[src/rtl/fml_arb_pkg.sv]
// Shared definitions for the two-master FML arbiter: state encoding and bus widths.
package fml_arb_pkg;

    localparam int FML_DW        = 32;
    localparam int FML_SELW      = 4;
    localparam int BURST_LEN_DEF = 4;

    typedef enum logic [2:0] {
        IDLE    = 3'd0,
        GNT_V   = 3'd1,
        GNT_C   = 3'd2,
        BURST_V = 3'd3,
        BURST_C = 3'd4
    } arb_state_t;

endpackage

[src/rtl/fml_arb2_starve.sv]
// Wait counter for master C; flags c_starved once C has waited MAX_WAIT cycles with stb high.
module fml_arb2_starve
    import fml_arb_pkg::*;
#(
    parameter int MAX_WAIT = 64
) (
    input  logic sys_clk,
    input  logic sys_rst_n,
    input  logic c_stb,
    input  logic c_granted,
    input  logic c_enter,
    output logic c_starved
);

    localparam int WAIT_W = $clog2(MAX_WAIT + 1);
    localparam logic [WAIT_W-1:0] WAIT_MAX = WAIT_W'(MAX_WAIT);

    logic [WAIT_W-1:0] wait_cnt;

    // Saturating count; any gap in the request or a fresh C grant restarts it.
    always_ff @(posedge sys_clk or negedge sys_rst_n) begin
        if (!sys_rst_n) begin
            wait_cnt <= '0;
        end else if (!c_stb || c_enter) begin
            wait_cnt <= '0;
        end else if (!c_granted && (wait_cnt != WAIT_MAX)) begin
            wait_cnt <= wait_cnt + 1'b1;
        end
    end

    assign c_starved = (wait_cnt == WAIT_MAX);

endmodule

[src/rtl/fml_arb2.sv]
// Burst arbiter sharing one FML slave between video (V, priority) and CPU/DMA (C, bounded wait).
// Optional hit counters are built when FML_ARB2_STATS_EN is defined.
module fml_arb2
    import fml_arb_pkg::*;
#(
    parameter int BURST_LEN = BURST_LEN_DEF,
    parameter int MAX_WAIT  = 64,
    parameter int ADR_W     = 32
) (
    input  logic                sys_clk,
    input  logic                sys_rst_n,
    input  logic [ADR_W-1:0]    v_adr,
    input  logic                v_stb,
    output logic                v_ack,
    output logic [FML_DW-1:0]   v_di,
    input  logic [ADR_W-1:0]    c_adr,
    input  logic                c_stb,
    input  logic                c_we,
    input  logic [FML_SELW-1:0] c_sel,
    input  logic [FML_DW-1:0]   c_do,
    output logic                c_ack,
    output logic [FML_DW-1:0]   c_di,
    output logic [ADR_W-1:0]    s_adr,
    output logic                s_stb,
    output logic                s_we,
    output logic [FML_SELW-1:0] s_sel,
    output logic [FML_DW-1:0]   s_do,
    input  logic                s_ack,
`ifdef FML_ARB2_STATS_EN
    input  logic                stat_clr,
    output logic [15:0]         stat_v,
    output logic [15:0]         stat_c,
`endif
    input  logic [FML_DW-1:0]   s_di
);

    localparam int CNT_W = $clog2(BURST_LEN + 1);
    localparam logic [CNT_W-1:0] BEAT_INIT = CNT_W'(BURST_LEN - 1);
    localparam logic [CNT_W-1:0] BEAT_LAST = CNT_W'(1);

    arb_state_t       state, state_nx;
    logic [CNT_W-1:0] beat_cnt, beat_nx;
    logic             c_starved;
    logic             c_granted;
    logic             c_enter;

    always_ff @(posedge sys_clk or negedge sys_rst_n) begin
        if (!sys_rst_n) begin
            state    <= IDLE;
            beat_cnt <= '0;
        end else begin
            state    <= state_nx;
            beat_cnt <= beat_nx;
        end
    end

    // A dropped stb before ack is treated as an abort; the grant is released without an ack.
    always_comb begin
        state_nx = state;
        beat_nx  = beat_cnt;
        unique case (state)
            IDLE: begin
                if (c_stb && c_starved)  state_nx = GNT_C;
                else if (v_stb)          state_nx = GNT_V;
                else if (c_stb)          state_nx = GNT_C;
            end
            GNT_V: begin
                if (!v_stb) begin
                    state_nx = IDLE;
                end else if (s_ack) begin
                    if (BURST_LEN == 1) begin
                        state_nx = IDLE;
                    end else begin
                        state_nx = BURST_V;
                        beat_nx  = BEAT_INIT;
                    end
                end
            end
            GNT_C: begin
                if (!c_stb) begin
                    state_nx = IDLE;
                end else if (s_ack) begin
                    if (BURST_LEN == 1) begin
                        state_nx = IDLE;
                    end else begin
                        state_nx = BURST_C;
                        beat_nx  = BEAT_INIT;
                    end
                end
            end
            BURST_V, BURST_C: begin
                beat_nx = beat_cnt - 1'b1;
                if (beat_cnt == BEAT_LAST) state_nx = IDLE;
            end
            default: begin
                state_nx = IDLE;
                beat_nx  = '0;
            end
        endcase
    end

    // Slave-side mux; write controls stay on C's values for its whole burst.
    always_comb begin
        s_stb = 1'b0;
        s_adr = '0;
        s_we  = 1'b0;
        s_sel = '0;
        s_do  = '0;
        v_ack = 1'b0;
        c_ack = 1'b0;
        unique case (state)
            GNT_V: begin
                s_stb = v_stb;
                s_adr = v_adr;
                s_sel = '1;
                v_ack = s_ack & v_stb;
            end
            BURST_V: begin
                s_sel = '1;
            end
            GNT_C: begin
                s_stb = c_stb;
                s_adr = c_adr;
                s_we  = c_we;
                s_sel = c_sel;
                s_do  = c_do;
                c_ack = s_ack & c_stb;
            end
            BURST_C: begin
                s_we  = c_we;
                s_sel = c_sel;
                s_do  = c_do;
            end
            default: begin
                s_stb = 1'b0;
            end
        endcase
    end

    assign v_di = s_di;
    assign c_di = s_di;

    assign c_granted = (state == GNT_C) || (state == BURST_C);
    assign c_enter   = (state == IDLE) && (state_nx == GNT_C);

    fml_arb2_starve #(
        .MAX_WAIT (MAX_WAIT)
    ) u_starve (
        .sys_clk   (sys_clk),
        .sys_rst_n (sys_rst_n),
        .c_stb     (c_stb),
        .c_granted (c_granted),
        .c_enter   (c_enter),
        .c_starved (c_starved)
    );

`ifdef FML_ARB2_STATS_EN
    // Transaction counters bump on the ack cycle; clear wins over a same-cycle ack.
    always_ff @(posedge sys_clk or negedge sys_rst_n) begin
        if (!sys_rst_n) begin
            stat_v <= '0;
            stat_c <= '0;
        end else if (stat_clr) begin
            stat_v <= '0;
            stat_c <= '0;
        end else begin
            if (v_ack) stat_v <= stat_v + 16'd1;
            if (c_ack) stat_c <= stat_c + 16'd1;
        end
    end
`else
`endif

endmodule

[config.mk]
export PLATFORM = sky130hd
export DESIGN_NAME = fml_arb2
export DESIGN_NICKNAME = d
export VERILOG_FILES = /design/src/rtl/fml_arb_pkg.sv /design/src/rtl/fml_arb2_starve.sv /design/src/rtl/fml_arb2.sv
export SDC_FILE = /design/constraint.sdc
export NUM_CORES = 1
export LEC_CHECK = 0
export BUFFER_PORTS_ARGS = -buffer_cell sky130_fd_sc_hd__buf_2
export CAP_MARGIN = 10
export CORE_AREA = 2 2 107 109
export DETAILED_ROUTE_END_ITERATION = 8
export DIE_AREA = 0 0 109 111
export RECOVER_POWER = 25
export SLEW_MARGIN = 20
export SYNTH_ARGS = -nofsm -noshare
export SYNTH_HDL_FRONTEND = slang
export SYNTH_HIERARCHICAL = 1
export SYNTH_SLANG_ARGS = --single-unit
[constraint.sdc]
create_clock -name sys_clk -period 1.74 [get_ports sys_clk]
set_input_delay 0 -clock sys_clk [delete_from_list [all_inputs] [get_ports sys_clk]]
set_output_delay 0 -clock sys_clk [all_outputs]
set_load 0.005 [all_outputs]
# Yosys cells after proc, flatten, opt, wreduce, memory -nomap -nowiden
# Index checks and enable logic that the tools add are counted.
[op_classes] add_sub_neg=2 n_eq_ne=10 muxes=22 n_bitwise=3 reduce_logical=13
[ops] operator="$pmux W32 S2" count=1
[ops] operator="$mux W3" count=11
[ops] operator="$mux W32" count=1
[ops] operator="$pmux W3 S4" count=2
[ops] operator="$mux W7" count=2
[ops] operator="$eq A3 B2 Y1 const B" count=3
[ops] operator="$pmux W4 S2" count=1
[ops] operator="$add A7 B1 Y7 const B" count=1
[ops] operator="$eq A7 B7 Y1 const B" count=1
[ops] operator="$ne A7 B7 Y1 const B" count=1
[ops] operator="$eq A3 B1 Y1 const B" count=2
[ops] operator="$reduce_or A2 Y1" count=3
[ops] operator="$ne A2 B2 Y1 const B" count=2
[ops] operator="$eq A3 B3 Y1 const B" count=1
[ops] operator="$logic_and A1 B1 Y1" count=3
[ops] operator="$logic_not A3 Y1" count=1
[ops] operator="$mux W1" count=3
[ops] operator="$reduce_and A3 Y1" count=1
[ops] operator="$sub A3 B1 Y3 const B" count=1
[ops] operator="$and A1 B1 Y1" count=2
[ops] operator="$logic_not A1 Y1" count=2
[ops] operator="$logic_or A1 B1 Y1" count=2
[ops] operator="$pmux W1 S2" count=1
[ops] operator="$reduce_bool A2 Y1" count=1
[ops] operator="$not A1 Y1" count=1
[word_totals] register_bits=13 inputBits=138 output_inout_bits=136 elab_cells=53

# Depth between registers and ports, before layout
# Gate-level depths: netlist (run 1).
[depth] word_depth=8 depth_mapped=8 depth_no_buf=8

# Cells and area by module
# Netlist (run 1), hierarchy kept.
[by_module_without_submodules] mod="fml_arb2" instances=1 cells_per_inst=208 area_per_inst_um2=1572.8 seq_area_each_um2=150.1
[by_module_without_submodules] mod="fml_arb2_starve" instances=1 cells_per_inst=42 area_per_inst_um2=402.9 seq_area_each_um2=175.2

# Worst setup path before layout (run 1)
# No wires, ideal clock.
[synth_path] path_type="register to register" start="register state[2]" end="register u_starve.wait_cnt[6]" setup_time_ns=0.078 arrival_time_ns=1.569 t_required_ns=1.662 slack_ns=0.094 path_stages_with_launch=8 n_path_buf=2 period_less_slack_ns=1.646 path_cell_list="dfrtp_1 > buf_6 > xnor2_1 > nor2_2 > buf_2 > nand4b_2 > or3_1 > a21oi_1"
[synth_via] elab_cells_between_ends=23 cone_classes="eq/ne: 5; mux: 10; reduce/logical: 8"
[synth_rtl] item="start, declared" line="fml_arb2.sv:41" source="arb_state_t state, state_nx;"
[synth_rtl] item="start signal, assigned" line="fml_arb2.sv:52" source="state <= state_nx;"
[synth_rtl] item="$eq A3 B2 Y1 or $eq A3 B3 Y1 (tied branches)" line="fml_arb2.sv:143" source="assign c_granted = (state == GNT_C) || (state == BURST_C);"
[synth_rtl] item="$logic_or A1 B1 Y1 *" line="fml_arb2.sv:143"
[synth_rtl] item="named net c_granted" line="fml_arb2.sv:44" source="logic c_granted;"
[synth_rtl] item="$logic_not A1 Y1 *" line="fml_arb2_starve.sv:26" source="end else if (!c_granted && (wait_cnt != WAIT_MAX)) begin"
[synth_rtl] item="$logic_and A1 B1 Y1 *" line="fml_arb2_starve.sv:26"
[synth_rtl] item="$reduce_bool A2 Y1 (no source line) *"
[synth_rtl] item="end signal, assigned" line="fml_arb2_starve.sv:27" source="wait_cnt <= wait_cnt + 1'b1;"
[synth_rtl] item="end, declared" line="fml_arb2_starve.sv:18" source="logic [WAIT_W-1:0] wait_cnt;"
# The timed path passes the listed nets; every way through them passes the cells marked *.
# A chain may end at the register's enable or synchronous reset.

# Worst setup path in the final report (run 1)
[layout_path] start="register state[2]" end="output s_adr[29]"
[layout_via] elab_chain_cells=2 elab_cells_between_ends=3 cone_classes="eq/ne: 2; mux: 1"
[layout_lines] item="$eq A3 B2 Y1 or $eq A3 B1 Y1 (tied branches)" line="fml_arb2.sv:111" source="unique case (state)"
[layout_lines] item="$pmux W32 S2 *" line="fml_arb2.sv:111"
[layout_lines] item="end, declared" line="fml_arb2.sv:23" source="output logic [ADR_W-1:0] s_adr,"
# Every way passes the cells marked *; elsewhere a longest branch is shown, timed or not.

==> results of run 1 <==
## synthesized netlist by cell type (all sizes together)
cell type  count  area, sq um
o21bai         1         7.51
a21oi         16         83.8
nand2b         3         18.8
a2bb2oi        1         8.76
nand2         14         52.6
dfrtp         13          325
inv            7         26.3
or4b           1         13.8
nand4b         3         32.5
a311o          1         11.3
a311oi         1         8.76
nor3b          1         12.5
and2          33          206
buf           75          551
o211a          1         10.0
nor2b          4         25.0
nor3           2         21.3
a21o           1         7.51
clkbuf         5         20.0
xor2           2         17.5
ha             4         50.1
a31oi          3         18.8
nor2           4         17.5
nand3b         1         7.51
a22o          33          289
and3           3         18.8
nor4           1         12.5
nand3          1         5.00
o21ai          8         40.0
o221ai         1         8.76
mux2i          2         20.0
or3            3         18.8
xnor2          1         8.76
## through the flow
step                utilization  TNS (ns)  instance area [sq um]
global route              0.238   -0.0870                   2640
global placement          0.228         0                   2530
finish                    0.238         0                   2640
floorplan                     -         0                   1980
CTS                       0.237         0                   2620
detailed placement        0.228         0                   2530
## critical path, delay by kind of cell, from the launching register on
kind                   cells  cell delay (ns)
AOI/OAI and AO/OA          1             0.19
and+or+nand+nor            1             0.28
DFF                        1             0.39
buffers and inverters      3             0.54
## cell families after synthesis
logic type	Yosys count
simple gates	74
fa+ha+maj	4
flops	13
buf+inv	87
xor+xnor	3
compound gates	67
mux	2
## how the worst max path moves through the flow
| stage | start | endpoint | slack, ns | cells past startpoint |
|---|---|---|---|---|
| finish | state[2] | s_adr[29] | 0.09 | 5 |
| global route | u_starve/wait_cnt[3] | u_starve/wait_cnt[3] | -0.02 | 6 |
| CTS | u_starve/wait_cnt[3] | u_starve/wait_cnt[3] | 0.04 | 6 |
| detailed placement | u_starve/wait_cnt[3] | u_starve/wait_cnt[3] | 0.07 | 6 |
| global placement | u_starve/wait_cnt[3] | u_starve/wait_cnt[3] | 0.11 | 6 |
| floorplan | state[2] | u_starve/wait_cnt[6] | 0.09 | 7 |
## cell usage in the layout, fill, tap and decap left out, types with 2 or more instances in the layout
master	instances
nor2_1	3
ha_1	4
nor2b_1	4
or3_1	3
buf_4	4
o21ai_0	8
buf_12	2
nand2_1	14
xor2_1	2
inv_1	6
a31oi_1	3
and3_1	3
nand4b_1	2
buf_2	177
and2_1	33
nand2b_1	2
a21oi_1	15
dfrtp_1	13
clkbuf_16	3
mux2i_1	2
a22o_1	33
## flip-flops by register name, indices dropped and copies added, names as in the netlist
register           flops
beat_cnt               3
u_starve/wait_cnt      7
state                  3
## power by group
group,leakage [nW],internal (mW),switching (mW),total [mW]
combinational,1.28,1.20,1.17,2.37
clock,0.0382,0.309,0.129,0.439
sequential,0.169,0.380,0.0807,0.460
total,1.49,1.89,1.38,3.26
## area by class of cell
type | instances | area [sq um]
Clock buffer | 4 | 78.8
Fill cell | 1196 | 8440
Inverter | 7 | 26.3
Multi-Input combinational cell | 150 | 1060
Sequential cell | 13 | 325
Tap cell | 143 | 179
Timing Repair Buffer | 184 | 966
## layer usage
| metal | part of all wire | vias to the layer above | wire, um |
|---|---|---|---|
| li1 | - | 1020 | - |
| met1 | 0.35 | 956 | 2710 |
| met2 | 0.53 | 158 | 4090 |
| met3 | 0.099 | 12 | 764 |
| met4 | 0.018 | 0 | 136 |
| met5 | 0 | - | 0 |
## repair_timing
action | CTS | global route
setup buffers | 0 | 0
gates cloned | 0 | 0
hold buffers | 1 | 0
gates resized for setup | 1 | 4
setup endpoints to repair | 3 | 18
hold endpoints to repair | 13 | 0
==> flow_summary.json, run 1 <==
{
  "ys_warn_count": 6,
  "p_per_area_nw_per_um2": 1240,
  "detail-route-antenna-nets": 0,
  "syn-cell-area_sq_um": 1980,
  "end_kind": "output pin",
  "die_area_sq_um": 12100,
  "synth-xor-area-share": 0.0133,
  "clockRootBuffer": "clkbuf_16",
  "post-place-ws_ns": 0.0734,
  "grtUsageMet2": 0.230,
  "cts_buffers": 3,
  "clock_latency_ns": 0.24,
  "first_global_vias": 2101,
  "reg2reg_depth": 6,
  "grt_pass1_wl_um": 10800,
  "antenna_found_initial": 1,
  "cp_cell_sequence": "buf_4, nor3_4, buf_12, a22o_1, buf_2",
  "max_cap_violations": 0,
  "crit_fanout": 32,
  "drt_iter0_drc": 72,
  "cts.path.max_buffers": 2,
  "numPortBuffers": 177,
  "layout_min_cycle_time_ns": 1.65,
  "hold_ws_ns": 0.00000245,
  "cts_tree": "yes",
  "place.gp.congestion": 0.795,
  "diodes": 0,
  "design.core.area_sq_um": 11100,
  "die_w_um": 109,
  "syn_nets": 392,
  "setup_viol": 0,
  "worstMarginPinSlew_ns": 0.336,
  "area_growth_pct": 33.6,
  "syn_avg_cell_area_sq_um": 7.90,
  "cp_slowest_cell": "dfrtp_1",
  "met3_usage": 0.0200,
  "synth_top_family_by_area": "buffers and inverters",
  "nNetsFinal": 501,
  "critPathKind": "flop to output pin",
  "skew_ns": 0.00169,
  "vias_per_cell": 4.28,
  "rr_endpoint": "u_starve/wait_cnt[6]",
  "dp_cells": 496,
  "vias": 2146,
  "gr-total-overflow": 0,
  "slew_headroom": 0.775,
  "cts_sinks": 13,
  "wirelength_um": 7700,
  "post_route_cells_drive_above_1_share": 0.547,
  "yosysUniqueCellTypes": 41,
  "r2r-start": "u_starve/wait_cnt[3]",
  "cp_data_required_time_ns": 1.74,
  "synth_compound_area_frac": 0.250,
  "synth-adder-area-share": 0.0253,
  "ff2ff_setup_slack_ns": 0.09,
  "route.detailed.drc": 0,
  "ys_ff_latch": 13,
  "ioPinCount": 274,
  "hp-start": "s_di[4]",
  "rows": 39,
  "die_y_um": 111,
  "crit_arrival_ns": 1.65,
  "track_usage": 0.117,
  "p_leak_nw": 1.49,
  "ir_drop_uv": 402,
  "holdPathStages": 0,
  "syn_inst": 250,
  "setup_slack_ns": 0.0883,
  "holdPathEnd": "c_di[4]",
  "status": "complete, no violations",
  "busiest_layer": "met2",
  "maxSlewViolCount": 0,
  "grt_max_degree": 34,
  "wl_per_cell_um": 15.4,
  "htreeDepth": 1,
  "dp.final_hpwl_um": 6670,
  "first_pass_iters": 4,
  "fmax_mhz": 605,
  "start_kind": "flop",
  "clkTransAtPathRegs_ns": 0.04,
  "grt_use_met1": 0.120,
  "crit_path_max_incr_delay_ns": 0.39,
  "fin_crit_sh": 0.949,
  "p_total_mw": 3.26,
  "hold_path_class": "input port to output pin",
  "final-hold-violation-count": 0,
  "final_cells": 501,
  "synth-simple-area-share": 0.234,
  "initial_utilization": 0.178,
  "muxShareOfSynthArea": 0.0101,
  "seq_area_frac_synth": 0.165
}
Power figures use the tool's default switching activity.
==> inputs of run 2 (changes only) <==
BUFFER_PORTS_ARGS = -buffer_cell sky130_fd_sc_hd__buf_4   (was -buffer_cell sky130_fd_sc_hd__buf_2)
==> flow_summary.json, run 2 (synthesis results as in run 1) <==
{
  "status": "complete, no violations",
  "end_kind": "output pin",
  "grt_pass1_wl_um": 11300,
  "rows": 39,
  "track_usage": 0.122,
  "largest_reg_flops": 7,
  "postCtsSetupRepairBufs": 0,
  "maxSlewViolCount": 0,
  "wl_per_cell_um": 15.7,
  "htreeDepth": 1,
  "reg_top3": "u_starve/wait_cnt x7, beat_cnt x3, state x3",
  "hold_path_class": "input port to output pin",
  "max_cap_violations": 0,
  "post_route_cells_drive_above_1_share": 0.549,
  "wl_met2_um": 4230,
  "gr-total-overflow": 0,
  "setup_viol": 0,
  "drt_iter0_drc": 97,
  "die_y_um": 111,
  "cts_buffers": 3,
  "design.core.area_sq_um": 11100,
  "p_total_mw": 3.67,
  "slew_headroom": 0.774,
  "clockRootBuffer": "clkbuf_16",
  "clock_latency_ns": 0.25,
  "wl_met3_um": 805,
  "die_w_um": 109,
  "vias": 2181,
  "layout_min_cycle_time_ns": 1.66,
  "p_leak_nw": 1.60,
  "wirelength_um": 7890,
  "p_per_area_nw_per_um2": 1190,
  "skew_ns": 0.00483,
  "grt_max_degree": 34,
  "fmax_mhz": 604,
  "dp.final_hpwl_um": 6860,
  "start_kind": "flop",
  "area_growth_pct": 56.0,
  "vias_per_cell": 4.34,
  "nNetsFinal": 502,
  "die_area_sq_um": 12100,
  "final-hold-violation-count": 0,
  "initial_utilization": 0.178,
  "utilization": 0.278,
  "critPathKind": "flop to output pin",
  "wl_met1_um": 2670,
  "ir_drop_uv": 456,
  "final_cells": 502,
  "place.gp.congestion": 0.778,
  "rsz0062_at_grt": "no",
  "fin_setup_tns_ns": 0,
  "highest_layer": "met4",
  "first_pass_iters": 4,
  "first_global_vias": 2176,
  "crit_fanout": 32,
  "cts_tree": "yes",
  "fin_crit_sh": 0.952,
  "detail-route-antenna-nets": 0,
  "regMostFlops": "u_starve/wait_cnt",
  "antenna_found_initial": 0,
  "cts.path.max_buffers": 2,
  "route.detailed.drc": 0,
  "dp_cells": 497,
  "worstMarginPinSlew_ns": 0.337,
  "ioPinCount": 274,
  "layout_common_cells": "buf_4 (182), a22o_1 (33), and2_1 (33)",
  "crit_arrival_ns": 1.66,
  "final_common_cell": "buf_4",
  "cts_sinks": 13,
  "numPortBuffers": 177,
  "clkTransAtPathRegs_ns": 0.04,
  "diodes": 0,
  "cp_data_required_time_ns": 1.74
}
run 2: cell count changes in the layout (fill, tap and decap cells not counted):
cell,before,now
buf_2,177,0
buf_4,4,182
nor4_2,0,1
nor4_4,1,0
run 2: power breakdown:
part	total, mW	switching, mW	internal, mW
Combinational	2.77	1.20	1.57
Clock	0.442	0.132	0.310
Sequential	0.457	0.0769	0.380
run 2: worst max-delay path: stages (launching register included):
cell     delay, ns
dfrtp_1       0.39
buf_4         0.20
inv_1         0.10
and3_1        0.22
buf_12        0.19
a22o_1        0.18
buf_4         0.12
run 2: per-layer routing:
metal	up-vias	global-route usage
met1	996	0.126
met4	0	0.0513
met3	12	0.0212
li1	1021	-
met5	-	0
met2	152	0.234
run 2: what timing repair did:
action	in CTS	in global routing
resized for setup	1	3
pin swaps	0	0
hold buffers	1	0
endpoints found under the setup margin	12	13
hold endpoints to repair	13	0
run 2: path summary, 6_finish.rpt:
kind / startpoint / to / slack (ns) / depth (start not counted)
worst max-delay path: state[2] / s_adr[0] / 0.08 / 6
worst min-delay path: s_di[4] / c_di[4] / 0.000002 / 0
worst max register to register: u_starve/wait_cnt[4] / u_starve/wait_cnt[0] / 0.14 / 7
worst min register to register: beat_cnt[1] / beat_cnt[1] / 0.55 / 2
max in group asynchronous: sys_rst_n / beat_cnt[0] / 1.40 / 2
min in group asynchronous: sys_rst_n / u_starve/wait_cnt[5] / 0.16 / 2
run 2: cell type report:
class	instances	area, sq um
fillers	1167	8000
inverters	7	26.3
flip-flops and latches	13	325
clock buffers	4	78.8
repair buffers	185	1420
multi-input cells	150	1060
well taps	143	179
run 2: per-stage QoR:
stage | area [sq um] | hold WS (ns) | setup WS (ns)
floorplan | 1980 | -0.296 | 0.0935
global placement | 2980 | -0.144 | 0.130
detailed placement | 2980 | -0.141 | 0.117
CTS | 3070 | 0.0000507 | 0.0381
global route | 3080 | 0.0000117 | 0.00881
finish | 3080 | 0.00000244 | 0.0833
==> inputs of run 3 (changes only) <==
ABC_AREA = 1   (was unset)
CORE_AREA = 2 2 106 108   (was 2 2 107 109)
DIE_AREA = 0 0 108 110   (was 0 0 109 111)
==> flow_summary.json, run 3 <==
{
  "status": "complete, no violations",
  "layout_common_cells": "buf_4 (184), inv_1 (52), nand2_1 (52)",
  "track_usage": 0.104,
  "ys_warn_count": 6,
  "area_growth_pct": 49.3,
  "end_kind": "output pin",
  "seq_area_frac_synth": 0.148,
  "clkTransAtPathRegs_ns": 0.05,
  "ys_ff_latch": 13,
  "post-place-ws_ns": 0.0119,
  "nFillCells": 1121,
  "gr-total-overflow": 0,
  "r2r-start": "u_starve/wait_cnt[0]",
  "drt_iter0_drc": 63,
  "place_area_sq_um": 3150,
  "clock_latency_ns": 0.24,
  "fmax_mhz": 618,
  "yosysMostFrequentCell": "buf_4",
  "reg_top3": "u_starve/wait_cnt x7, beat_cnt x3, state x3",
  "vias_per_cell": 4.14,
  "fin_setup_tns_ns": 0,
  "vias": 2407,
  "die_area_sq_um": 11900,
  "final_common_cell": "buf_4",
  "start_kind": "flop",
  "rr_endpoint": "u_starve/wait_cnt[5]",
  "maxSlewViolCount": 0,
  "fin_crit_sh": 0.930,
  "syn_avg_cell_area_sq_um": 6.81,
  "cp_data_required_time_ns": 1.74,
  "reg2reg_depth": 15,
  "synth_edf_count": 0,
  "yosysUniqueCellTypes": 28,
  "fin_area_sq_um": 3270,
  "crit_arrival_ns": 1.62,
  "synth_ff_type": "dfrtp_1",
  "ioPinCount": 274,
  "diodes": 0,
  "htreeDepth": 1,
  "initial_utilization": 0.205,
  "holdPathStages": 0,
  "cts_sinks": 13,
  "synth_top_area_cell": "buf_4",
  "numPortBuffers": 177,
  "multiInputGateArea_sq_um": 1040,
  "p_leak_nw": 1.96,
  "ff2ff_setup_slack_ns": 0.17,
  "syn_inst": 322,
  "hp-start": "s_di[22]",
  "cts_buffers": 3,
  "hold_path_class": "input port to output pin",
  "first_global_vias": 2277,
  "ir_drop_uv": 506,
  "holdPathEnd": "c_di[22]",
  "max_cap_violations": 0,
  "startpoint": "state[0]",
  "post_route_cells_drive_above_1_share": 0.499,
  "slew_headroom": 0.814,
  "cts_tree": "yes",
  "critPathKind": "flop to output pin",
  "wirelength_um": 7260,
  "antenna_found_initial": 0,
  "register_area_sq_um": 325,
  "clockRootBuffer": "clkbuf_8",
  "grt_pass1_wl_um": 10100,
  "wl_per_cell_um": 12.5,
  "skew_ns": 0.00153,
  "synth_top_cell_area_share": 0.219,
  "final-hold-violation-count": 0,
  "die_w_um": 108,
  "grt_max_degree": 36,
  "utilization": 0.306,
  "crit_fanout": 33,
  "nNetsFinal": 584,
  "regMostFlops": "u_starve/wait_cnt",
  "synth_async_sr_flop_share": 1.00,
  "synth_commonest_cells": "buf_4 (64), inv_1 (54), nand2_1 (52)",
  "hold_ws_ns": 0.00000132,
  "largest_reg_flops": 7,
  "detail-route-antenna-nets": 0,
  "setup_viol": 0,
  "ys_top_cells_by_area": "buf_4 (22%), dfrtp_1 (15%), a22o_1 (12%), inv_1 (9.2%), nand2_1 (8.9%)",
  "place.gp.congestion": 0.843,
  "route.detailed.drc": 0,
  "first_pass_iters": 4,
  "rows": 38,
  "dp.final_hpwl_um": 6090,
  "die_y_um": 110,
  "cts.path.max_buffers": 2,
  "setup_slack_ns": 0.122,
  "worstMarginPinSlew_ns": 0.280,
  "syn_nets": 464,
  "layout_min_cycle_time_ns": 1.62,
  "p_per_area_nw_per_um2": 1100,
  "design.core.area_sq_um": 10700,
  "syn-cell-area_sq_um": 2190
}
[run 3: changes by cell type after synthesis, moves of 5 or more]
cell | previous run | this run
nand2_1 | 14 | 52
nor2_2 | 1 | 8
and2_1 | 33 | 0
nand3_1 | 1 | 14
nand4_1 | 0 | 5
nor2_1 | 3 | 39
a21oi_1 | 15 | 1
o21ai_0 | 8 | 3
buf_2 | 8 | 0
inv_1 | 6 | 54
[run 3: routing by layer]
| metal | global-route usage | vias to the layer above | wire length, um |
|---|---|---|---|
| met2 | 0.208 | 162 | 4000 |
| met5 | 0 | - | 0 |
| li1 | - | 1179 | - |
| met4 | 0.0339 | 0 | 134 |
| met3 | 0.0341 | 23 | 837 |
| met1 | 0.0992 | 1043 | 2290 |
[run 3: logic make-up after synthesis]
group / Yosys count / share of synthesized area
buf+inv: 134 / 0.383
xor+xnor: 4 / 0.0160
compound gates: 38 / 0.145
simple gates: 129 / 0.285
flops: 13 / 0.148
fa+ha+maj: 4 / 0.0228
[run 3: cell type report]
type                            count  area share
Inverter                           60      0.0722
Clock buffer                        4      0.0138
Timing Repair Buffer              188       0.443
Multi-Input combinational cell    176       0.318
Tap cell                          140      0.0535
Sequential cell                    13      0.0994
[run 3: timing repair]
action / in CTS / in global routing
hold endpoints to repair: 13 / 0
resized for setup: 0 / 4
setup buffers: 1 / 4
hold buffers: 1 / 0
cloned: 0 / 1
pin swaps: 0 / 6
setup endpoints to repair: 1 / 42
[run 3: stage by stage]
stage               cells  total power [mW]
global placement      570              3.17
finish                581              3.60
global route          581              3.95
CTS                   576              3.51
floorplan             322              2.18
detailed placement    570              3.21
[run 3: worst max-delay path, cell delays in order, from the launching register on]
cell	delay (ns)
dfrtp_1	0.45
inv_2	0.17
nand2_1	0.08
nand2_2	0.10
nand2_4	0.07
buf_12	0.16
nor2_1	0.18
buf_4	0.15
[run 3: report_power, final]
group          internal, mW  switching, mW  total, mW
registers             0.384         0.0863      0.470
logic                  1.52           1.35       2.87
clock network         0.162          0.104      0.266
total                  2.06           1.54       3.60
[run 3: worst max path at each step]
stage                                 to  slack, ns
floorplan           u_starve/wait_cnt[3]       0.15
global placement    u_starve/wait_cnt[0]       0.13
detailed placement  u_starve/wait_cnt[5]       0.01
CTS                            s_adr[28]      0.002
global route        u_starve/wait_cnt[5]     -0.007
finish                          s_do[16]       0.12
